<file path="config.mk">
export PLATFORM = sky130hd
export DESIGN_NAME = mdu_issue_scheduler
export DESIGN_NICKNAME = d
export VERILOG_FILES = /design/src/rtl/mdu_issue_scheduler_pkg.sv /design/src/rtl/mdu_issue_scheduler_busy_counter.sv /design/src/rtl/mdu_issue_scheduler.sv
export SDC_FILE = /design/constraint.sdc
export NUM_CORES = 1
export LEC_CHECK = 0
export BUFFER_PORTS_ARGS = -buffer_cell sky130_fd_sc_hd__buf_2
export CORE_AREA = 2 2 39 41
export CTS_BUF_LIST = sky130_fd_sc_hd__clkbuf_2
export CTS_CLUSTER_DIAMETER = 200
export DETAILED_ROUTE_END_ITERATION = 12
export DIE_AREA = 0 0 41 43
export HOLD_SLACK_MARGIN = 0.08
export PLACE_DENSITY_LB_ADDON = 0.08
export SYNTH_ARGS = -nofsm -noshare
export SYNTH_HDL_FRONTEND = slang
export SYNTH_SLANG_ARGS = --single-unit
</file>
<file path="constraint.sdc">
create_clock -name clock -period 2 [get_ports clock]
set_clock_uncertainty 0.1 [all_clocks]
set_input_delay 0 -clock clock [delete_from_list [all_inputs] [get_ports clock]]
set_output_delay 0 -clock clock [all_outputs]
set_load 0.01 [all_outputs]
</file>
<file path="src/rtl/mdu_issue_scheduler_pkg.sv">
// ---------------------------------------------------------------------------
// mdu_issue_scheduler_pkg
// Shared types and constants for the multiply/divide issue scheduler.
//   mdu_operation_t   : decoded MDU opcode, shared with the MDU datapath.
//   mdu_sched_state_t : scheduler FSM state encoding.
//   DEF_*             : default latencies and countdown width.
//   is_mul_op/is_div_op : classify the ops that start a multi-cycle window.
// ---------------------------------------------------------------------------
package mdu_issue_scheduler_pkg;

  typedef enum logic [2:0] {
    MDU_START_SIGNED_MUL   = 3'd0,
    MDU_START_UNSIGNED_MUL = 3'd1,
    MDU_START_SIGNED_DIV   = 3'd2,
    MDU_START_UNSIGNED_DIV = 3'd3,
    MDU_READ_HI            = 3'd4,
    MDU_READ_LO            = 3'd5,
    MDU_WRITE_HI           = 3'd6,
    MDU_WRITE_LO           = 3'd7
  } mdu_operation_t;

  typedef enum logic [1:0] {
    IDLE     = 2'd0,
    BUSY_MUL = 2'd1,
    BUSY_DIV = 2'd2
  } mdu_sched_state_t;

  localparam int DEF_MUL_LATENCY = 5;
  localparam int DEF_DIV_LATENCY = 10;
  localparam int DEF_CNT_W       = 4;

  function automatic logic is_mul_op(input mdu_operation_t op);
    return (op == MDU_START_SIGNED_MUL) || (op == MDU_START_UNSIGNED_MUL);
  endfunction

  function automatic logic is_div_op(input mdu_operation_t op);
    return (op == MDU_START_SIGNED_DIV) || (op == MDU_START_UNSIGNED_DIV);
  endfunction

endpackage

</file>
<file path="src/rtl/mdu_issue_scheduler_busy_counter.sv">
// ---------------------------------------------------------------------------
// mdu_busy_counter
// Loadable down-counter tracking the remaining busy cycles of the MDU.
// Ports:
//   clock      in   system clock, rising edge
//   reset      in   synchronous, active-low reset
//   load       in   load load_value this cycle (takes priority over decrement)
//   load_value in   value to load
//   clear      in   force count to zero (illegal-state recovery)
//   count      out  remaining busy cycles
//   nonzero    out  count != 0
// The count decrements every cycle while nonzero; it never waits on stalls.
// ---------------------------------------------------------------------------
module mdu_busy_counter #(
  parameter int CNT_W = 4
) (
  input  logic             clock,
  input  logic             reset,
  input  logic             load,
  input  logic [CNT_W-1:0] load_value,
  input  logic             clear,
  output logic [CNT_W-1:0] count,
  output logic             nonzero
);

  always_ff @(posedge clock) begin
    if (!reset || clear) begin
      count <= '0;
    end else if (load) begin
      count <= load_value;
    end else if (count != '0) begin
      count <= count - 1'b1;
    end
  end

  assign nonzero = (count != '0);

endmodule

</file>
<file path="src/rtl/mdu_issue_scheduler.sv">
// ---------------------------------------------------------------------------
// mdu_issue_scheduler
// Sequences access to the shared multiply/divide unit from the ID stage.
// Issues at most one MDU op per cycle into EX, tracks the busy window of
// mult/div, and stalls ID while an MDU instruction would collide with it.
//
// Ports:
//   clock         in   system clock, rising edge
//   reset         in   synchronous, active-low reset
//   id_valid      in   ID holds a real instruction
//   id_mdu_use    in   ID instruction uses the MDU
//   id_mdu_op     in   decoded MDU opcode
//   id_flush      in   squash the ID instruction this cycle
//   ex_stall      in   downstream freeze, EX cannot accept an op
//   stall_id      out  hold PC/IF/ID, inject bubble into EX
//   mdu_issue     out  one-cycle pulse: op accepted into EX
//   mdu_issue_op  out  opcode qualified by mdu_issue
//   mdu_busy      out  mult/div in flight
//   busy_count    out  remaining busy cycles
//   stall_cycles  out  saturating count of stall_id cycles (MDU_STALL_CNT_EN)
//
// Optional feature macro: MDU_STALL_CNT_EN adds the stall_cycles counter.
//
// FSM states:
//   state    | meaning
//   IDLE     | no mult/div in flight, any MDU op may issue
//   BUSY_MUL | mult in flight, MDU ops in ID stall
//   BUSY_DIV | div in flight, MDU ops in ID stall
// ---------------------------------------------------------------------------
module mdu_issue_scheduler
  import mdu_issue_scheduler_pkg::*;
#(
  parameter int MUL_LATENCY = DEF_MUL_LATENCY,
  parameter int DIV_LATENCY = DEF_DIV_LATENCY,
  parameter int CNT_W       = DEF_CNT_W
) (
  input  logic             clock,
  input  logic             reset,
  input  logic             id_valid,
  input  logic             id_mdu_use,
  input  mdu_operation_t   id_mdu_op,
  input  logic             id_flush,
  input  logic             ex_stall,
  output logic             stall_id,
  output logic             mdu_issue,
  output mdu_operation_t   mdu_issue_op,
  output logic             mdu_busy,
  output logic [CNT_W-1:0] busy_count
`ifdef MDU_STALL_CNT_EN
  ,
  output logic [31:0]      stall_cycles
`endif
);

  localparam logic [1:0] ST_IDLE     = IDLE;
  localparam logic [1:0] ST_BUSY_MUL = BUSY_MUL;
  localparam logic [1:0] ST_BUSY_DIV = BUSY_DIV;

  localparam logic [CNT_W-1:0] MUL_LAT = CNT_W'(MUL_LATENCY);
  localparam logic [CNT_W-1:0] DIV_LAT = CNT_W'(DIV_LATENCY);

  logic [1:0]       state;
  logic [1:0]       state_next;
  logic [CNT_W-1:0] count;
  logic             count_nonzero;
  logic             mdu_req;
  logic             start_mul;
  logic             start_div;
  logic             cnt_load;
  logic [CNT_W-1:0] cnt_load_value;
  logic             state_illegal;

  // Flush dominates both stall and issue; a busy window keeps counting.
  assign mdu_req      = id_valid & id_mdu_use & ~id_flush;
  assign mdu_busy     = count_nonzero;
  assign busy_count   = count;
  assign stall_id     = mdu_req & count_nonzero;
  assign mdu_issue    = mdu_req & ~count_nonzero & ~ex_stall;
  assign mdu_issue_op = mdu_issue ? id_mdu_op : MDU_START_SIGNED_MUL;

  // HI/LO moves issue with zero busy time, so only mult/div load the counter.
  assign start_mul      = mdu_issue & is_mul_op(id_mdu_op);
  assign start_div      = mdu_issue & is_div_op(id_mdu_op);
  assign cnt_load       = start_mul | start_div;
  assign cnt_load_value = start_div ? DIV_LAT : MUL_LAT;
  assign state_illegal  = (state != ST_IDLE) && (state != ST_BUSY_MUL) &&
                          (state != ST_BUSY_DIV);

  mdu_busy_counter #(
    .CNT_W (CNT_W)
  ) u_busy_counter (
    .clock      (clock),
    .reset      (reset),
    .load       (cnt_load),
    .load_value (cnt_load_value),
    .clear      (state_illegal),
    .count      (count),
    .nonzero    (count_nonzero)
  );

  always_comb begin
    state_next = state;
    case (state)
      ST_IDLE: begin
        if (start_mul) begin
          state_next = ST_BUSY_MUL;
        end else if (start_div) begin
          state_next = ST_BUSY_DIV;
        end
      end
      ST_BUSY_MUL, ST_BUSY_DIV: begin
        // Leaves on the 1->0 count transition.
        if (count <= CNT_W'(1)) begin
          state_next = ST_IDLE;
        end
      end
      default: state_next = ST_IDLE;
    endcase
  end

  always_ff @(posedge clock) begin
    if (!reset) begin
      state <= ST_IDLE;
    end else begin
      state <= state_next;
    end
  end

`ifdef MDU_STALL_CNT_EN
  always_ff @(posedge clock) begin
    if (!reset) begin
      stall_cycles <= '0;
    end else if (stall_id && (stall_cycles != 32'hFFFF_FFFF)) begin
      stall_cycles <= stall_cycles + 32'd1;
    end
  end
`endif

endmodule

</file>
==> results of run 1 <==
==> area by class of cell <==
class,count,share of cell area (%)
clock buffer,3,2.33
inverter,4,2.33
multi-input combinational,40,49.3
sequential,6,18.8
tap,16,3.11
timing repair buffer,26,24.1
==> metal layers <==
metal / GRT usage (%) / wire, um / up-vias
met5: 0 / 0 / -
met4: 8.00 / 19 / 0
met3: 1.57 / 58 / 2
met2: 17.8 / 495 / 18
met1: 18.6 / 531 / 216
li1: - / - / 238
==> cell usage after synthesis <==
cell | number | area (um^2)
or3_1 | 1 | 6.26
nand2_1 | 7 | 26.3
or4_4 | 1 | 11.3
inv_1 | 4 | 15.0
a21oi_1 | 5 | 25.0
o211ai_1 | 1 | 7.51
nand3_1 | 1 | 5.00
ha_1 | 5 | 62.6
nor2_1 | 1 | 3.75
buf_2 | 1 | 5.00
o221ai_1 | 2 | 17.5
xnor2_1 | 1 | 8.76
nor4_4 | 1 | 21.3
dfxtp_1 | 6 | 120
nor4_1 | 1 | 6.26
or3b_2 | 1 | 8.76
xor2_1 | 1 | 8.76
and2_1 | 3 | 18.8
nor3_1 | 1 | 5.00
o31ai_1 | 1 | 7.51
nand4_1 | 2 | 12.5
nor3b_1 | 1 | 7.51
or4b_1 | 1 | 10.0
nand2b_1 | 2 | 12.5
==> power groups by stage <==
stage / Combinational, uW / Sequential, uW / Clock [uW]
floorplan: 250 / 207 / 0
global placement: 427 / 185 / 0
detailed placement: 422 / 185 / 0
CTS: 441 / 183 / 86.2
global route: 556 / 197 / 95.0
finish: 509 / 190 / 82.8
==> how the worst max path moves through the flow <==
stage / start / end / cells past startpoint
2_1_floorplan: u_busy_counter.count[0] / state[0] / 6
3_3_place_gp: u_busy_counter.count[1] / state[1] / 6
3_5_place_dp: u_busy_counter.count[1] / state[1] / 6
4_1_cts: u_busy_counter.count[1] / state[1] / 6
5_1_grt: u_busy_counter.count[1] / mdu_issue_op[2] / 6
6_report: u_busy_counter.count[1] / state[1] / 6
==> registers in the layout, summed over array words and instances (netlist names) <==
register	count
state	2
u_busy_counter.count	4
==> repair_timing <==
item | CTS | global route
buffers inserted | 0 | 2
hold buffers | 2 | 0
pin swaps | 0 | 3
endpoints found under the hold margin | 6 | 0
gates resized for setup | 1 | 7
endpoints found under the setup margin | 3 | 9
==> stage by stage <==
step | TNS (ps) | total power, uW | worst slack (ps) | area, um^2
after CTS | 0 | 710 | 37.3 | 606
after floorplan | 0 | 458 | 69.0 | 433
final | 0 | 781 | 96.6 | 644
after global placement | 0 | 612 | 77.6 | 568
after global routing | -3.41 | 848 | -3.41 | 644
after detailed placement | 0 | 607 | 32.8 | 568
==> worst min-delay path: stages <==
cell and delay, ps:
buf_2 90, or4b_4 120, nor4_2 40, nand2b_1 110, a21oi_1 80
==> cell families after synthesis <==
logic type	after synthesis	share of synthesized area [%]
AOI/OAI and AO/OA	9	13.3
xor gates and xnor gates	2	4.05
adders and majority gates	5	14.5
buffers and inverters	5	4.62
DFF	6	27.7
and+or+nand+nor	24	35.8
==> flow_metrics.py, run 1 <==
metrics = {
    "status": {
        "outcome": "complete, no violations",
    },
    "die": {
        "start_util_pct": 31.3,
        "die_h_um": 43,
        "rows": 14,
        "coreArea_um2": 1380,
        "die_w_um": 41,
        "io_pins": 19,
        "dieArea_um2": 1760,
    },
    "placement": {
        "dp_hpwl_um": 859,
        "globalplace.congestion": 0.785,
        "placed_cells": 88,
        "place.port_buffers": 18,
    },
    "drt": {
        "drc": 0,
        "dr.pass1.iters": 4,
        "dr_total_vias": 474,
        "drt_iter0_markers": 8,
        "vias_per_cell": 4.99,
        "wl_per_cell_um": 11.6,
        "wl_um": 1100,
        "ant_nets": 0,
    },
    "timing": {
        "post-route-period-util_pct": 95.2,
        "tightest_slew_ps": 422,
        "max_clock_freq_ghz": 0.525,
        "finalHoldViolCount": 0,
        "fin_crit_ps": 1900,
        "finalSetupViolCount": 0,
        "report.final.slew_viol_count": 0,
        "hold_ws_ps": 163,
        "slew_headroom_pct": 71.6,
    },
    "clocking": {
        "clkLatencyLatePin_ps": 220,
        "numCtsBuffers": 3,
        "htreeDepth": 1,
        "clk_pin_slew_ps": 60,
        "cts_tree": "built",
        "clock_path_buffers": 2,
        "clock-sinks": 6,
        "cts_root_buffer": "clkbuf_2",
    },
    "worst_setup_path": {
        "path_buf_inv": 1,
        "cpPeakStageDelay_ps": 460,
        "worstRegToRegCells": 6,
        "startpoint_type": "flip-flop",
        "rrSetupSlack_ps": 100,
        "critPathArrivalTime_ps": 1880,
        "crit_slowest_cell": "or4b_4",
        "r2r-end": "state[1]",
        "cp.required_ps": 1980,
        "crit_family": "simple AND/OR/NAND/NOR gates",
        "crit_path_max_fanout": 4,
        "crit_type": "flip-flop to flip-flop",
        "crit_path_end_kind": "flip-flop",
        "path_cells": "inv_2 > ha_4 > or4b_4 > or4_4 > nand4_1 > o221ai_1",
        "rr_startpoint": "u_busy_counter.count[1]",
    },
    "global_routing": {
        "grt_usage_pct": 13.1,
        "grt_pass1_wl_um": 1590,
        "grt_start_max_net_pins": 8,
        "antenna_found_initial": 0,
        "overflow": 0,
        "grt_pass1_vias": 401,
    },
    "cells_and_area": {
        "final_util_pct": 46.6,
        "drive_gt1_share_pct": 45.6,
        "multi_input_area_um2": 318,
        "final_cell_count_no_fill": 95,
        "n_antenna_cell": 0,
        "mostFrequentLayoutCells": "buf_2 (18), nand2_1 (7), buf_4 (6), a21oi_1 (5), dfxtp_1 (5)",
        "area_growth_pct": 48.8,
        "regArea_um2": 121,
        "fill_cells": 141,
        "final_common_cell": "buf_2",
        "final_nets": 95,
    },
    "hold_path": {
        "hold_start": "id_mdu_op[2]",
        "hold_depth": 5,
        "hold_end": "u_busy_counter.count[0]",
        "min_path_type": "input port to flip-flop",
    },
    "synth": {
        "ys_seq_area_share_pct": 27.7,
        "synth_cells": 51,
        "ys_ff_latch": 6,
        "synth.net_count": 65,
        "synth_cell_types": 24,
        "avgSynthCellArea_um2": 8.49,
        "yosys_warnings": 0,
        "synth_area_um2": 433,
    },
    "power": {
        "p_switching_uw": 327,
        "seqPwrFrac_pct": 24.3,
        "power.leakage_uw": 0.000305,
        "peakVddDrop_mv": 0.466,
        "p_clk_share_pct": 10.6,
        "p_sw_share_pct": 41.8,
        "power_density_nw_per_um2": 1210,
        "intPower_uw": 455,
        "pwr-share-comb_pct": 65.1,
    },
    "job": {
        "maxCapViolCount": 0,
    },
}
Power figures use the tool's default switching activity.
==> run 2: changes to the inputs <==
Settings changed: ABC_AREA set to 1.
==> flow_metrics.py, run 2 <==
metrics = {
    "die": {
        "die_h_um": 43,
        "coreArea_um2": 1380,
        "die_w_um": 41,
        "io_pins": 19,
        "start_util_pct": 37.3,
        "dieArea_um2": 1760,
        "rows": 14,
    },
    "timing": {
        "report.final.slew_viol_count": 0,
        "tightest_slew_ps": 261,
        "slew_headroom_pct": 82.6,
        "post-route-period-util_pct": 74.6,
        "finalSetupViolCount": 0,
        "tns_ps": 0,
        "rsz0062_at_grt": "false",
        "finalHoldViolCount": 0,
        "max_clock_freq_ghz": 0.670,
        "fin_crit_ps": 1490,
    },
    "cells_and_area": {
        "reg_top3": "u_busy_counter.count: 4 flops, state: 2 flops",
        "n_antenna_cell": 0,
        "area_growth_pct": 26.2,
        "mostFrequentLayoutCells": "buf_2 (18), inv_1 (17), nand2_1 (13), nor2_1 (11), dfxtp_1 (6)",
        "final_common_cell": "buf_2",
        "fill_cells": 151,
        "largest_reg_flops": 4,
        "drive_gt1_share_pct": 30.3,
        "final_nets": 115,
        "multi_input_area_um2": 332,
        "regArea_um2": 120,
        "top_register": "u_busy_counter.count",
    },
    "drt": {
        "dr_total_vias": 508,
        "vias_per_cell": 4.42,
        "drc": 0,
        "ant_nets": 0,
        "dr.pass1.iters": 2,
        "wl_um": 1050,
        "drt_iter0_markers": 3,
        "wl_per_cell_um": 9.09,
    },
    "clocking": {
        "clkLatencyLatePin_ps": 210,
        "cts_setup_buffers": 0,
        "clk_pin_slew_ps": 50,
        "htreeDepth": 1,
        "cts_tree": "built",
        "clock_path_buffers": 2,
        "clock-sinks": 6,
        "numCtsBuffers": 3,
        "post_cts_resized": 0,
        "cts_root_buffer": "clkbuf_2",
        "hold_buffers": 1,
    },
    "synth": {
        "synth_area_um2": 515,
        "synth_cells": 77,
        "synth_cell_types": 17,
        "synth_area_leaders": "dfxtp_1 (23%), inv_1 (12%), ha_1 (12%)",
        "synth_common_cells": "inv_1 (17), nand2_1 (13), nor2_1 (11), dfxtp_1 (6)",
        "synth.net_count": 91,
        "ys_seq_area_share_pct": 23.3,
        "synth_top_cell_area_share_pct": 23.3,
        "ys.flop_type": "dfxtp_1",
        "synth_most_common_cell": "inv_1",
        "synth_edf_count": 0,
        "avgSynthCellArea_um2": 6.69,
        "ys_ff_latch": 6,
        "synthArstFlopShare_pct": 0,
        "yosys_warnings": 0,
        "synth.largest_area_cell": "dfxtp_1",
    },
    "global_routing": {
        "antenna_found_initial": 0,
        "overflow": 0,
        "grt_start_max_net_pins": 6,
        "grt_pass1_wl_um": 1770,
        "grt_usage_pct": 15.0,
        "grt_pass1_vias": 482,
    },
    "power": {
        "p_total_uw": 733,
        "power.leakage_uw": 0.000389,
        "power_density_nw_per_um2": 1130,
        "peakVddDrop_mv": 0.587,
    },
    "worst_setup_path": {
        "crit_path_max_fanout": 5,
        "crit_path_end_kind": "flip-flop",
        "path_buf_inv": 2,
        "cp.required_ps": 2000,
        "crit_type": "flip-flop to flip-flop",
        "cpPeakStageDelay_ps": 340,
        "cp-startpoint": "u_busy_counter.count[0]",
        "rr_startpoint": "u_busy_counter.count[0]",
        "crit_family": "simple AND/OR/NAND/NOR gates",
        "path_cells": "inv_1 > ha_1 > nand3_2 > nor2_4 > nand2_4 > nand2_2 > inv_1 > nor2_1 > nor2_1",
        "startpoint_type": "flip-flop",
        "crit_slowest_cell": "dfxtp_1",
        "rrSetupSlack_ps": 510,
        "critPathArrivalTime_ps": 1490,
    },
    "placement": {
        "dp_hpwl_um": 885,
        "globalplace.congestion": 0.830,
        "place.port_buffers": 18,
    },
    "status": {
        "outcome": "complete, no violations",
    },
    "hold_path": {
        "hold_start": "id_mdu_op[1]",
        "min_path_type": "input port to flip-flop",
    },
    "job": {
        "maxCapViolCount": 0,
    },
}
[run 2: changes by cell type in the layout (fill, tap and decap cells not counted), sizes merged, moves of 2 or more]
cell	change
o21ai	+3
nor2	+13
a21oi	-4
nand2	+10
nand3	+6
nor4	-2
and2	-3
buf	-6
nand4	+2
o221ai	-2
inv	+13
nand2b	-2
[run 2: layout make-up]
class                           count  area share, %
Clock buffer                        3           2.31
Inverter                           17           9.81
Multi-Input combinational cell     54           51.0
Sequential cell                     6           18.5
Tap cell                           16           3.08
Timing Repair Buffer               19           15.4
[run 2: metrics by stage]
step	hold WS [ps]	cells	utilization (%)	instance area, um^2	setup slack [ps]
finish	114	115	47.0	651	507
global route	102	115	47.0	651	318
CTS	91.1	115	47.0	651	488
detailed placement	153	111	45.2	626	504
global placement	151	111	45.2	626	504
floorplan	-12.9	77	-	515	523
[run 2: power by group]
part / leakage [uW] / switching [uW] / internal, uW
Clock: 0.0000125 / 38.9 / 40.6
Sequential: 0.0000496 / 34.9 / 160
Combinational: 0.000327 / 273 / 186
Total: 0.000389 / 347 / 386
[run 2: final timing paths]
check | to | cells past startpoint
worst min register to register | state[1] | 2
worst max register to register | u_busy_counter.count[0] | 9
worst min-delay path | u_busy_counter.count[2] | 4
worst max-delay path | u_busy_counter.count[0] | 9
[run 2: cell families after synthesis]
kind of cell | share of synthesized area (%)
AOI/OAI and AO/OA | 3.88
and+or+nand+nor | 44.9
adders and majority gates | 12.1
buffers and inverters | 12.4
xor gates and xnor gates | 3.40
DFF | 23.3
[run 2: per-layer routing]
layer	GRT usage, %	share of wire, %
met5	0	0
met1	18.8	50
met2	20.9	41
met3	6.28	7.7
met4	8.00	0.48
[run 2: tightest hold or removal path, cell delays in order]
cell	delay, ps
buf_2	110
nand4_1	110
nand4_1	110
inv_1	60
